`src/rtl/fifo_cmd_parser.sv`:
```
`default_nettype none
// +----------------------------------------------------------------------------+
// | fifo_cmd_parser: drains one framed command packet from the RX FIFO and     |
// | validates it. Optional stall timeout with FIFOC_TIMEOUT_EN. Rev 1.0        |
// +----------------------------------------------------------------------------+
module fifo_cmd_parser #(
  parameter int          NUM_CMD     = 9,
  parameter int          MAX_LEN     = 32,
  parameter logic [15:0] HDR         = 16'h55AA,
  parameter int          LEN_W       = 12,
  parameter int          TIMEOUT_CYC = 1024
) (
  input  logic                   clk,
  input  logic                   rst,
  input  logic                   fs,
  output logic                   fd,
  input  logic [LEN_W-1:0]       data_len,
  output logic                   fifo_rxen,
  input  logic [7:0]             fifo_rxd,
  input  logic                   fifo_empty,
  output logic [8*NUM_CMD-1:0]   cmd_data,
  output logic                   cmd_vld,
  output logic                   err,
  output logic [1:0]             err_code
);

  localparam logic [LEN_W-1:0] MIN_L = LEN_W'(NUM_CMD + 3);
  localparam logic [LEN_W-1:0] MAX_L = LEN_W'(MAX_LEN);
  localparam logic [1:0] CODE_OK  = 2'b00;
  localparam logic [1:0] CODE_HDR = 2'b01;
  localparam logic [1:0] CODE_CKS = 2'b10;
  localparam logic [1:0] CODE_LEN = 2'b11;

  typedef enum logic [1:0] {
    IDLE  = 2'd0,
    READ  = 2'd1,
    CHECK = 2'd2,
    DONE  = 2'd3
  } state_t;

  state_t               state;
  logic [LEN_W-1:0]     frame_len;
  logic [LEN_W-1:0]     rd_cnt;
  logic [LEN_W-1:0]     rx_cnt;
  logic                 rx_vld;
  logic                 len_err;
  logic                 hdr_err;
  logic [7:0]           sum;
  logic [7:0]           cks;
  logic [8*NUM_CMD-1:0] shadow;
  logic                 timeout;

  assign fifo_rxen = (state == READ) && !fifo_empty && (rd_cnt < frame_len);
  assign fd        = (state == DONE);

`ifdef FIFOC_TIMEOUT_EN
  localparam int STALL_W = $clog2(TIMEOUT_CYC + 1);
  logic [STALL_W-1:0] stall_cnt;

  // Any captured byte proves the FIFO is still feeding us, so it restarts the count.
  always_ff @(posedge clk or posedge rst) begin
    if (rst)
      stall_cnt <= '0;
    else if (state != READ || rx_vld)
      stall_cnt <= '0;
    else if (fifo_empty)
      stall_cnt <= stall_cnt + 1'b1;
  end

  assign timeout = (state == READ) && !rx_vld && fifo_empty &&
                   (stall_cnt == STALL_W'(TIMEOUT_CYC - 1));
`else
  assign timeout = 1'b0;
`endif

  always_ff @(posedge clk or posedge rst) begin
    if (rst) begin
      state     <= IDLE;
      frame_len <= '0;
      rd_cnt    <= '0;
      rx_cnt    <= '0;
      rx_vld    <= 1'b0;
      len_err   <= 1'b0;
      hdr_err   <= 1'b0;
      sum       <= '0;
      cks       <= '0;
      shadow    <= '0;
      cmd_data  <= '0;
      cmd_vld   <= 1'b0;
      err       <= 1'b0;
      err_code  <= CODE_OK;
    end else begin
      cmd_vld <= 1'b0;
      rx_vld  <= fifo_rxen;
      case (state)
        IDLE: begin
          if (fs) begin
            frame_len <= data_len;
            rd_cnt    <= '0;
            rx_cnt    <= '0;
            hdr_err   <= 1'b0;
            sum       <= '0;
            if (data_len >= MIN_L && data_len <= MAX_L) begin
              len_err <= 1'b0;
              state   <= READ;
            end else begin
              len_err <= 1'b1;
              state   <= CHECK;
            end
          end
        end
        READ: begin
          if (fifo_rxen)
            rd_cnt <= rd_cnt + 1'b1;
          if (rx_vld) begin
            rx_cnt <= rx_cnt + 1'b1;
            if (rx_cnt == '0 && fifo_rxd != HDR[15:8])
              hdr_err <= 1'b1;
            if (rx_cnt == LEN_W'(1) && fifo_rxd != HDR[7:0])
              hdr_err <= 1'b1;
            if (rx_cnt >= LEN_W'(2) && rx_cnt < frame_len - 1'b1)
              sum <= sum + fifo_rxd;
            // First payload byte lands in the most significant byte of the bus.
            for (int i = 0; i < NUM_CMD; i++)
              if (rx_cnt == LEN_W'(i + 2))
                shadow[8*(NUM_CMD-1-i) +: 8] <= fifo_rxd;
            if (rx_cnt == frame_len - 1'b1) begin
              cks   <= fifo_rxd;
              state <= CHECK;
            end
          end
          if (timeout) begin
            len_err <= 1'b1;
            state   <= CHECK;
          end
        end
        CHECK: begin
          if (len_err || hdr_err || sum != cks) begin
            cmd_data <= '1;
            err      <= 1'b1;
            err_code <= len_err ? CODE_LEN : (hdr_err ? CODE_HDR : CODE_CKS);
          end else begin
            cmd_data <= shadow;
            cmd_vld  <= 1'b1;
            err      <= 1'b0;
            err_code <= CODE_OK;
          end
          state <= DONE;
        end
        DONE: begin
          if (!fs)
            state <= IDLE;
        end
        default: state <= IDLE;
      endcase
    end
  end

endmodule
`default_nettype wire

```
`config.mk`:
```
export PLATFORM = sky130hd
export DESIGN_NAME = fifo_cmd_parser
export DESIGN_NICKNAME = d
export VERILOG_FILES = /design/src/rtl/fifo_cmd_parser.sv
export SDC_FILE = /design/constraint.sdc
export NUM_CORES = 1
export LEC_CHECK = 0
export CAP_MARGIN = 20
export CORE_MARGIN = 2
export CORE_UTILIZATION = 51
export DETAILED_ROUTE_END_ITERATION = 16
export GPL_TIMING_DRIVEN = 0
export MAX_ROUTING_LAYER = met4
export PLACE_DENSITY = 0.85
export SLEW_MARGIN = 20
export SYNTH_ARGS = -nofsm -noshare
export SYNTH_HDL_FRONTEND = slang
export SYNTH_SLANG_ARGS = --single-unit
export TNS_END_PERCENT = 30
```
`constraint.sdc`:
```
create_clock -name clk -period 6.15 [get_ports clk]
set_input_delay 0.9225 -clock clk [delete_from_list [all_inputs] [get_ports clk]]
set_output_delay 0.9225 -clock clk [all_outputs]
set_load 0.02 [all_outputs]
```
# --- Word-level counts from Yosys, hierarchy flattened ---
# Index checks and enable logic that the tools add are counted.
# Widths: inputs -> output; s select.
word_totals:
  ff_bits: 205
  in_bits: 24
  out_inout_bits: 78
  word_cells: 111
classes:
  add_sub_neg: 4
  magnitude_cmp: 5
  n_eq_ne: 24
  muxes: 28
  n_reduce_logical: 28
ops:
  columns: ["cell", "count"]
  rows:
  - ["$mux 72", 1]
  - ["$eq 12x3->1 const B", 4]
  - ["$pmux 12 s2", 2]
  - ["$eq 12x4->1 const B", 3]
  - ["$mux 12", 3]
  - ["$reduce_and 3->1", 12]
  - ["$add 12x1->12 const B", 2]
  - ["$eq 12x2->1 const B", 2]
  - ["$lt 12x12->1", 2]
  - ["$mux 8", 3]
  - ["$mux 2", 8]
  - ["$pmux 8 s2", 1]
  - ["$eq 12x1->1 const B", 1]
  - ["$eq 12x12->1", 1]
  - ["$ge 12x2->1 const B", 1]
  - ["$ge 12x4->1 const B", 1]
  - ["$le 12x6->1 const B", 1]
  - ["$logic_not 12->1", 1]
  - ["$reduce_and 4->1", 3]
  - ["$sub 12x1->12 const B", 1]
  - ["$add 8x8->8", 1]
  - ["$mux 1", 8]
  - ["$ne 2x2->1 const B", 4]
  - ["$ne 8x7->1 const B", 1]
  - ["other kinds (14)", 22]

# --- Longest topological paths before layout ---
logic_depth:
  word_depth: 6
  mapped_depth: 13
  depth_no_buf: 12

# --- Worst setup path after synthesis ---
# OpenSTA, ideal clock, no wires.
synth_path:
  path_type: "register to register"
  startpoint: "register frame_len[2]"
  endpoint: "register sum[7]"
  setup_ps: 126
  arrival_ps: 2569
  slack_ps: 3455
  path_stages_with_launch: 13
  path_buffers: 1
  cell_sequence: "dfrtp_1 > nor4_1 > nand2_1 > nor4_1 > xnor2_1 > ha_1 > and4_1 > o21ai_0 > o221a_2 > and3_1 > buf_2 > a21oi_1 > o21ai_0"
synth_between:
  elab_chain_len: 5
synth_lines:
  columns: ["item", "line", "rtl"]
  rows:
  - ["start, declared", "42", "logic [LEN_W-1:0] frame_len;"]
  - ["start signal, assigned", "98", "frame_len <= data_len;"]
  - ["$sub 12x1->12", "121", "if (rx_cnt >= LEN_W'(2) && rx_cnt < frame_len - 1'b1)"]
  - ["$lt 12x12->1", "121", null]
  - ["$logic_and 1x1->1", "121", null]
  - ["$ne 2x1->1 (no source line)", null, null]
  - ["$reduce_and 4->1 (no source line)", null, null]
  - ["end signal, assigned", "122", "sum <= sum + fifo_rxd;"]
  - ["end, declared", "48", "logic [7:0] sum;"]
# Every way passes these cells.
# A chain may end at the register's enable or synchronous reset.

# --- Worst setup path in the final report ---
layout_path:
  startpoint: "register frame_len[1]"
  endpoint: "output port fifo_rxen"
layout_between:
  elab_chain_len: 2
layout_lines:
  columns: ["item", "line", "rtl"]
  rows:
  - ["$lt 12x12->1", "53", "assign fifo_rxen = (state == READ) && !fifo_empty && (rd_cnt < frame_len);"]
  - ["$logic_and 1x1->1", "53", null]
  - ["end, declared", "18", "output logic fifo_rxen,"]
# Every way passes these cells.

==> flow_metrics.py <==
metrics = {
    "timing": {
        "hold_viol": 0,
        "slew_headroom_pct": 44.2,
        "worst_slack_ps": 2460,
        "skew_ps": 9.15,
        "tightestPinTransition_ps": 837,
        "maxClockFrequency_mhz": 271,
        "setup-tns-final_ps": 0,
        "fin_crit_sh_pct": 60.0,
        "fin_crit_ps": 3690,
        "setup_viol": 0,
        "rsz0062_at_grt": "no",
        "slew_viol_final": 0,
    },
    "placement": {
        "post_dp_cell_area_sq_um": 10700,
        "dpl_worst_slack_ps": 2660,
        "dp_hpwl_um": 14600,
        "dpl.cell_count": 1069,
        "port_buffers": 101,
        "gp_congestion": 0.852,
    },
    "logic_synthesis": {
        "synth_fp_nets": 798,
        "synthAdderAreaFrac_pct": 5.63,
        "synth_top_family_by_area": "compound AO/OA/AOI/OAI gates",
        "syn_area_sq_um": 9250,
        "yosys_register_bits": 205,
        "synthSimpleGateAreaFrac_pct": 7.53,
        "ys.flop_type": "dfrtp_1",
        "synthCells": 733,
        "yosysWarningCount": 0,
        "synthMuxAreaShare_pct": 12.1,
        "synth_edf_count": 0,
        "syn_area_per_cell_sq_um": 12.6,
        "synth-seq-area-share_pct": 55.5,
        "synth-compound-area-share_pct": 13.3,
        "yosysUniqueCellTypes": 54,
        "synth_xor_area_share_pct": 3.03,
        "async_reset_ff_share_pct": 100,
    },
    "global_routing": {
        "grt-ovfl-total": 0,
        "antenna_found_initial": 0,
        "grt_pass1_vias": 6487,
        "grt_usage_pct": 22.3,
        "grt_start_max_net_pins": 36,
        "grt_first_pass_wirelength_um": 34200,
    },
    "pwr": {
        "power.leakage_uw": 0.00519,
        "power.density_nw_per_um2": 239,
        "ir_drop_mv": 0.204,
    },
    "clock_network": {
        "cts_hold_buf": 0,
        "clkTransAtPathRegs_ps": 60,
        "root_buffer": "clkbuf_16",
        "cts-resized-gates": 0,
        "cts_setup_buffers": 0,
        "clk_latency_ps": 480,
        "htreeDepth": 1,
        "cts_buffers": 21,
        "cts_sinks": 205,
        "clockBufferDepth": 3,
        "cts_tree": "built",
    },
    "critical_path": {
        "critPathArrivalTime_ps": 2760,
        "start_kind": "register",
        "cp-end-kind": "output pin",
        "setup.worst_path.class": "register to output pin",
        "crit_fanout": 4,
        "cp_data_required_time_ps": 5230,
    },
    "run": {
        "cap_violations": 0,
    },
    "finish": {
        "layoutNonFillerInstCount": 1106,
        "multi_input_area_sq_um": 3850,
        "ff_latch_area_sq_um": 5130,
        "drive_above_1_share_pct": 17.9,
        "fillers": 1320,
        "finalNetCount": 928,
        "syn2layout_area_growth_pct": 22.5,
        "design_area_sq_um": 11300,
        "antennaDiodeCount": 0,
    },
    "die": {
        "ioPinCount": 102,
        "dieArea_sq_um": 19200,
        "start_util_pct": 51.7,
        "core_area_sq_um": 17900,
        "die_h_um": 139,
        "row_count": 49,
        "chipWidth_um": 139,
    },
    "run_status": {
        "status": "finished clean",
    },
    "drt": {
        "dr.pass1.iters": 4,
        "ant_nets": 0,
        "drt_iter0_drc": 309,
        "routed_wl_um": 20500,
        "via_count": 6373,
        "wl_per_cell_um": 18.5,
        "vias_per_cell": 5.76,
        "post-route-drc-count": 0,
    },
    "min_path": {
        "min_path_type": "register to register",
    },
}
-- layer usage --
layer	part of all wire, %	wire [um]	up-vias	GRT usage [%]
met1	44	9050	3219	29.5
li1	-	-	2949	-
met5	0	0	-	-
met3	4.1	845	38	2.69
met4	2.5	521	0	7.23
met2	49	10000	167	36.3
-- worst paths after layout --
check	from	to	slack, ps	cells after the start
setup / recovery	frame_len[1]	fifo_rxen	2460	8
hold / removal	shadow[23]	cmd_data[23]	480	1
setup reg to reg	frame_len[2]	sum[7]	2990	11
hold reg to reg	shadow[23]	cmd_data[23]	480	1
max in group asynchronous	rst	shadow[39]	4290	5
min in group asynchronous	rst	cmd_data[23]	840	2
-- power by group --
| part | switching [uW] | total [uW] | leakage (uW) | internal, uW |
|---|---|---|---|---|
| Combinational | 55.9 | 102 | 0.00223 | 45.6 |
| Sequential | 13.5 | 1390 | 0.00264 | 1370 |
| Clock | 509 | 1220 | 0.000326 | 707 |
-- per-stage QoR --
stage / total power [uW] / utilization, % / hold slack [ps]
floorplan: 1460 / - / 443
global placement: 1500 / 58.9 / 461
detailed placement: 1510 / 59.6 / 473
CTS: 2720 / 63.3 / 486
global route: 2800 / 63.3 / 501
finish: 2700 / 63.3 / 484
-- cells in the final DEF (no fill, tap or decap), types with 6 or more instances in the layout --
cell and count:
nand4_1 9, clkbuf_16 21, o21ai_0 18, nand3_1 16
clkinv_2 6, buf_12 6, a22o_1 9, ha_1 40
nor2_1 30, nand2_1 18, mux2_2 93, clkdlybuf4s50_1 101
inv_1 31, and3_1 12, mux2i_1 6, dfrtp_1 205
o22a_1 72, xor2_1 18, clkbuf_1 34, xnor2_1 14
a21oi_1 22, nor4_1 9
-- final cells by class --
cell class | count | share of cell area [%]
tap | 229 | 2.53
timing repair buffer | 107 | 9.98
sequential | 205 | 45.3
inverter | 33 | 1.13
multi-input combinational | 459 | 34.0
buffer | 36 | 1.29
clock inverter | 10 | 0.740
clock buffer | 27 | 5.10
-- critical path, stage by stage, from the launching register on --
cell and delay, ps:
dfrtp_1 410, inv_1 90, ha_1 290, a21o_1 150
a211o_1 330, a21oi_1 150, nor2_1 50, nor2_1 170
clkdlybuf4s50_1 640
-- state kept, by name, indices dropped and copies added, names as in the netlist, 2 cells and up --
register,cells
cks,8
sum,8
rd_cnt,12
state,2
shadow,72
err_code,2
frame_len,12
cmd_data,72
rx_cnt,12
-- cell families (layout without fill, tap and decap cells) --
group	Yosys count	after routing
buffers and inverters	69	213
adders and majority gates	41	41
muxes	100	100
AOI/OAI and AO/OA	159	159
DFF	205	205
xor gates and xnor gates	32	32
and+or+nand+nor	127	127
-- cells in the mapped netlist, types with 2 or more instances --
cell type | count | area share (%)
mux2i_1 | 6 | 0.65
a31oi_1 | 2 | 0.14
a22oi_1 | 5 | 0.41
a21oi_2 | 2 | 0.19
mux2_2 | 93 | 11
o211ai_1 | 3 | 0.24
nor2_1 | 30 | 1.2
nand3b_1 | 2 | 0.16
a21o_1 | 4 | 0.32
o21a_1 | 4 | 0.32
nand2_2 | 5 | 0.34
a21oi_1 | 22 | 1.2
or3_1 | 3 | 0.20
buf_4 | 2 | 0.16
inv_1 | 32 | 1.3
a21boi_0 | 3 | 0.24
o21bai_1 | 2 | 0.16
ha_1 | 40 | 5.4
a2bb2oi_2 | 2 | 0.32
nand2_1 | 18 | 0.73
clkbuf_1 | 31 | 1.3
a22o_1 | 9 | 0.85
nor4_1 | 9 | 0.61
o22a_1 | 72 | 6.8
nand3_1 | 16 | 0.87
xnor2_1 | 14 | 1.3
nor2b_1 | 3 | 0.20
xor2_1 | 18 | 1.7
o21ba_2 | 2 | 0.22
o21ai_0 | 18 | 0.97
dfrtp_1 | 205 | 55
and4_1 | 3 | 0.28
nor3_1 | 5 | 0.27
a211o_1 | 2 | 0.19
a211oi_1 | 2 | 0.16
buf_2 | 3 | 0.16
nor4bb_1 | 4 | 0.43
nor3_2 | 2 | 0.22
nand4_1 | 9 | 0.61
and3_1 | 12 | 0.81
(Power assumes the default switching activity.)
